**config.mk**
```make
export PLATFORM = sky130hd
export DESIGN_NAME = sram_port_a_master
export DESIGN_NICKNAME = d
export VERILOG_FILES = /design/src/rtl/sram_port_a_master.sv
export SDC_FILE = /design/constraint.sdc
export NUM_CORES = 1
export LEC_CHECK = 0
export ABC_AREA = 1
export BUFFER_PORTS_ARGS = -buffer_cell sky130_fd_sc_hd__buf_2
export CORE_ASPECT_RATIO = 1.4
export CORE_MARGIN = 10
export CORE_UTILIZATION = 30
export DETAILED_ROUTE_END_ITERATION = 16
export SLEW_MARGIN = 10
export SYNTH_ARGS = -nofsm -noshare
export SYNTH_HDL_FRONTEND = slang
export SYNTH_SLANG_ARGS = --single-unit
```
**constraint.sdc**
```tcl
create_clock -name clka -period 5.2 [get_ports clka]
set_input_delay 0.52 -clock clka [delete_from_list [all_inputs] [get_ports clka]]
set_output_delay 0.52 -clock clka [all_outputs]
set_load 0.02 [all_outputs]
```
**src/rtl/sram_port_a_master.sv**
```systemverilog
// Burst master for port A of the 1024x8 dual-port SRAM: turns one burst command
// into consecutive single-byte accesses, with a credit-limited read-return FIFO.
//
// state | meaning
// IDLE  | cmd_ready high; a read command issues its first beat on acceptance
// WRITE | one SRAM write per accepted wd byte until remaining reaches zero
// READ  | issue read beats while the return FIFO has room for them
// DRAIN | all beats issued; wait for the last byte to land in the FIFO
`timescale 1ns/1ps
module sram_port_a_master #(
    parameter int RD_DEPTH = 4
) (
    input  logic       clka,
    input  logic       rst,
    input  logic       cmd_valid,
    output logic       cmd_ready,
    input  logic       cmd_wr,
    input  logic [9:0] cmd_addr,
    input  logic [7:0] cmd_len,
    input  logic       wd_valid,
    output logic       wd_ready,
    input  logic [7:0] wd_data,
    output logic       rd_valid,
    input  logic       rd_ready,
    output logic [7:0] rd_data,
    output logic       done,
    output logic       busy,
    output logic [9:0] ada,
    output logic [7:0] ina,
    output logic       ena,
    output logic       wea,
    input  logic [7:0] outa
);

    localparam int PW = $clog2(RD_DEPTH);
    localparam int CW = PW + 2;

    typedef enum logic [1:0] {IDLE, WRITE, READ, DRAIN} state_t;

    state_t        state;
    logic [9:0]    addr;
    logic [8:0]    remaining;
    logic          rd_p0;
    logic          rd_p1;
    logic [7:0]    fifo_mem [RD_DEPTH];
    logic [PW-1:0] wptr;
    logic [PW-1:0] rptr;
    logic [CW-1:0] occ;
    logic [CW-1:0] credit;
    logic          room;
    logic          push;
    logic          pop;
    logic          cmd_hs;
    logic          wd_hs;
    logic          issue;
    logic          issue_idle;
    logic          issue_any;

    // rd_p0/rd_p1 track beats whose data is still in the SRAM pipeline; a beat
    // may only issue if the FIFO is guaranteed a slot when its byte returns.
    assign push       = rd_p1;
    assign pop        = rd_valid & rd_ready;
    assign credit     = occ + CW'(rd_p0) + CW'(rd_p1) - CW'(pop);
    assign room       = (credit < CW'(RD_DEPTH));
    assign cmd_hs     = cmd_valid & cmd_ready;
    assign wd_ready   = (state == WRITE);
    assign wd_hs      = wd_valid & wd_ready;
    assign busy       = (state != IDLE);
    assign issue      = (state == READ) && (remaining != 9'd0) && room;
    assign issue_idle = (state == IDLE) && cmd_hs && !cmd_wr && room;
    assign issue_any  = issue | issue_idle;
    assign rd_valid   = (occ != '0);
    assign rd_data    = fifo_mem[rptr];

    always_ff @(posedge clka or posedge rst) begin
        if (rst) begin
            state     <= IDLE;
            addr      <= 10'd0;
            remaining <= 9'd0;
            cmd_ready <= 1'b0;
            done      <= 1'b0;
            ada       <= 10'd0;
            ina       <= 8'd0;
            ena       <= 1'b0;
            wea       <= 1'b0;
            rd_p0     <= 1'b0;
            rd_p1     <= 1'b0;
        end else begin
            done  <= 1'b0;
            ena   <= 1'b0;
            wea   <= 1'b0;
            rd_p0 <= issue_any;
            rd_p1 <= rd_p0;
            case (state)
                IDLE: begin
                    cmd_ready <= 1'b1;
                    if (cmd_hs) begin
                        cmd_ready <= 1'b0;
                        addr      <= cmd_addr;
                        remaining <= {1'b0, cmd_len} + 9'd1;
                        if (cmd_wr) begin
                            state <= WRITE;
                        end else if (issue_idle) begin
                            ena       <= 1'b1;
                            ada       <= cmd_addr;
                            addr      <= cmd_addr + 10'd1;
                            remaining <= {1'b0, cmd_len};
                            state     <= (cmd_len == 8'd0) ? DRAIN : READ;
                        end else begin
                            state <= READ;
                        end
                    end
                end
                WRITE: begin
                    if (wd_hs) begin
                        ena       <= 1'b1;
                        wea       <= 1'b1;
                        ada       <= addr;
                        ina       <= wd_data;
                        addr      <= addr + 10'd1;
                        remaining <= remaining - 9'd1;
                        if (remaining == 9'd1) begin
                            state     <= IDLE;
                            done      <= 1'b1;
                            cmd_ready <= 1'b1;
                        end
                    end
                end
                READ: begin
                    if (issue) begin
                        ena       <= 1'b1;
                        ada       <= addr;
                        addr      <= addr + 10'd1;
                        remaining <= remaining - 9'd1;
                        if (remaining == 9'd1) state <= DRAIN;
                    end
                end
                DRAIN: begin
                    // the last beat is the only one left in flight
                    if (rd_p1 && !rd_p0) begin
                        state     <= IDLE;
                        done      <= 1'b1;
                        cmd_ready <= 1'b1;
                    end
                end
                default: state <= IDLE;
            endcase
        end
    end

    always_ff @(posedge clka or posedge rst) begin
        if (rst) begin
            wptr <= '0;
            rptr <= '0;
            occ  <= '0;
            for (int i = 0; i < RD_DEPTH; i++) fifo_mem[i] <= 8'h00;
        end else begin
            if (push) begin
                fifo_mem[wptr] <= outa;
                wptr           <= wptr + PW'(1);
            end
            if (pop) rptr <= rptr + PW'(1);
            occ <= occ + CW'(push) - CW'(pop);
        end
    end

endmodule

```
==> impl_metrics.toml <==
[clocking]
clk_pin_slew_worst_paths_ns = 0.07
root_buffer = "clkbuf_16"
postCtsSetupBuffers = 0
cts_tree = "built"
insertion_delay_ns = 0.35
clock-sinks = 85
hold_buffers = 0
ctsResizeCount = 0
cts_buffer_depth = 2
cts_inserted_buffers = 9
htreeDepth = 3

[floorplanning]
die_x_um = 130
core_area_mm2 = 0.0167
dieArea_mm2 = 0.0227
ios = 73
die_y_um = 174
rows = 56
initial_core_util_pct = 30.4

[critical_path]
timing.rr.start = "occ[2]$_DFF_PP0_"
crit_path_top_delay_cell = "dfrtp_1"
crit_family = "simple AND/OR/NAND/NOR gates"
path_cells = "inv_1, ha_1, nand3_1, nand2_1, inv_1, ha_1, inv_1, ha_1, nand2_1, nand2_1, nand2_2, nand2_1, nand2_2, nand3_4, nand2_1, nand3_2, nand2_1, o21ai_2"
ff2ff_path_depth = 18
cp.required_ns = 5.42
path_buf_inv = 3
crit_fanout = 20
slowest_delay_ns = 0.36
r2r_end = "ada[5]$_DFFE_PP0P_"
worst_setup_path_end_kind = "register"
critPathLaunchType = "register"
cp.depth = 18
critPathArrivalTime_ns = 3.21
cp_common_cell = "nand2_1"
crit_type = "reg -> reg"
r2r_setup_slack_ns = 2.20

[synthesis]
synth-edff-count = 0
async_flop_share_pct = 100
avgSynthCellArea_um2 = 7.49
synthDistinctLibCells = 41
yosysWarningCount = 0
seq_area_frac_synth_pct = 41.7
synth.area.top_cells = "dfrtp_1 42%, nand2_1 17%, o21ai_0 7.0%, ha_1 5.4%, inv_1 5.2%"
synth_top_area_share_pct = 41.7
synth-main-ff-cell = "dfrtp_1"
syn_nets = 744
netlist_area_mm2 = 0.00510
synth_top_area_cell = "dfrtp_1"
ys_ff_latch = 85
syn_inst = 681

[drt]
wl_per_cell_um = 14.1
drt_iter0_markers = 306
vias_per_cell = 4.75
antenna_left = 0
vias = 4510
detail_route.first_pass.iterations = 4
drt-total-wl_mm = 13.4
drc = 0

[timing]
setup_tns_ns = 0
maxSlewViolCount = 0
clock.fmax_mhz = 334
clock_skew_ns = 0.0101
fin_ws_ns = 2.20
worst_slew_pin_slew_ns = 0.839
fin_crit_sh_pct = 57.6
setup_viol = 0
fin_crit_ns = 3.00
rsz0062_at_grt = "false"
timing.slew.headroom_pct = 44.0
hold_viol_final = 0

[placement]
place_ws_ns = 2.21
routabilityCongestion = 0.815
dp_hpwl_mm = 9.96
io_buffers = 72

[global_route]
antenna_found_initial = 0
track_usage_pct = 12.3
grt_pass1_vias = 4530
grt_overflow = 0
grt_max_degree = 66
grt_pass1_wl_mm = 22.7

[layout]
n_antenna_cell = 0
nNetsFinal = 805
nFillCells = 1793
drive_gt1_share_pct = 16.1
synthToLayoutAreaGrowth_pct = 16.4

[run]
max_cap_viol_count = 0

[outcome]
run_status = "completed"

[power]
p_leak_uw = 0.00310
p_per_area_mw_per_mm2 = 682
max-vdd-ir-drop_mv = 0.234

[min_path]
hp-class = "in -> async"
[synth_stat cells, types with 3 or more instances]
| cell | count |
|---|---|
| nand2_1 | 231 |
| dfrtp_1 | 85 |
| o21ai_0 | 71 |
| inv_1 | 70 |
| nor2_1 | 43 |
| nand3_1 | 29 |
| ha_1 | 22 |
| a21oi_1 | 15 |
| nand4_1 | 15 |
| clkbuf_1 | 11 |
| o22ai_1 | 10 |
| xor2_1 | 8 |
| o21ai_1 | 6 |
| buf_6 | 5 |
| inv_2 | 5 |
| nor3_1 | 5 |
| o21ai_2 | 5 |
| xnor2_1 | 5 |
| buf_2 | 4 |
| nand3_2 | 4 |
| nand2_2 | 3 |
| nor2_2 | 3 |
| nor4_1 | 3 |
[registers in the layout (all words and copies together) (netlist names)]
| signal | cells |
|---|---|
| addr | 10 |
| rd_p0 | 1 |
| remaining | 9 |
| ena | 1 |
| ina | 8 |
| wptr | 2 |
| occ | 4 |
| state | 2 |
| done | 1 |
| wea | 1 |
| push | 1 |
| cmd_ready | 1 |
| ada | 10 |
| rptr | 2 |
| fifo_mem | 32 |
[report_power, final]
part / total [µW] / switching [µW] / internal, µW
clock network: 754 / 280 / 474
registers: 1230 / 244 / 990
logic: 2060 / 1380 / 680
[layout by cell type (no fill, tap or decap), drive strengths merged]
master / n
nand2: 235
dfrtp: 85
o21ai: 82
inv: 78
buf: 74
nor2: 49
nand3: 34
ha: 22
a21oi: 17
nand4: 15
o22ai: 10
clkbuf: 9
xor2: 8
nor3: 6
xnor2: 5
nor4: 3
bufinv: 3
a31oi: 2
o21bai: 2
clkinv: 2
o31ai: 1
and2: 1
mux2i: 1
or2: 1
fa: 1
[cell type report]
type,count,area (µm²),share of cell area (%)
multi-input combinational,495,2540,42.8
sequential,85,2130,35.9
timing repair buffer,74,375,6.33
inverter,77,293,4.94
tap,203,254,4.28
clock buffer,9,225,3.80
clock inverter,6,119,2.00
[metrics by stage]
stage | std cells | hold WS, ns | cell area (µm²) | power [µW] | utilization, %
6_report | 949 | 0.143 | 5930 | 4050 | 35.4
5_1_grt | 949 | 0.165 | 5930 | 4470 | 35.4
4_1_cts | 949 | 0.149 | 5930 | 4100 | 35.4
3_5_place_dp | 934 | 0.390 | 5590 | 3330 | 33.4
3_3_place_gp | 934 | 0.390 | 5590 | 3290 | 33.4
2_1_floorplan | 681 | 0.367 | 5100 | 2850 | -
[cell families after synthesis]
logic type / after synthesis / share of synthesized area (%)
simple gates: 344 / 29.2
compound gates: 114 / 12.4
buf+inv: 101 / 8.47
flops: 85 / 41.7
fa+ha+maj: 23 / 5.79
xor+xnor: 13 / 2.23
mux: 1 / 0.196
[metal layers]
metal	track usage, %	vias up	wire [µm]	part of all wire, %
li1	-	2302	-	-
met1	14.6	2092	5780	43
met2	20.9	99	6700	50
met3	2.92	17	638	4.8
met4	4.56	0	252	1.9
met5	0	-	0	0
[worst max-delay path by stage]
stage / startpoint / to / slack (ns)
final: occ[2]$_DFF_PP0_ / ada[5]$_DFFE_PP0P_ / 2.20
after global routing: occ[2]$_DFF_PP0_ / ada[8]$_DFFE_PP0P_ / 1.79
after CTS: occ[2]$_DFF_PP0_ / ada[5]$_DFFE_PP0P_ / 2.18
after detailed placement: occ[2]$_DFF_PP0_ / ada[5]$_DFFE_PP0P_ / 2.21
after global placement: occ[2]$_DFF_PP0_ / ada[5]$_DFFE_PP0P_ / 2.27
after floorplan: rst / ada[0]$_DFFE_PP0P_ / 2.49
(Power assumes the default switching activity.)
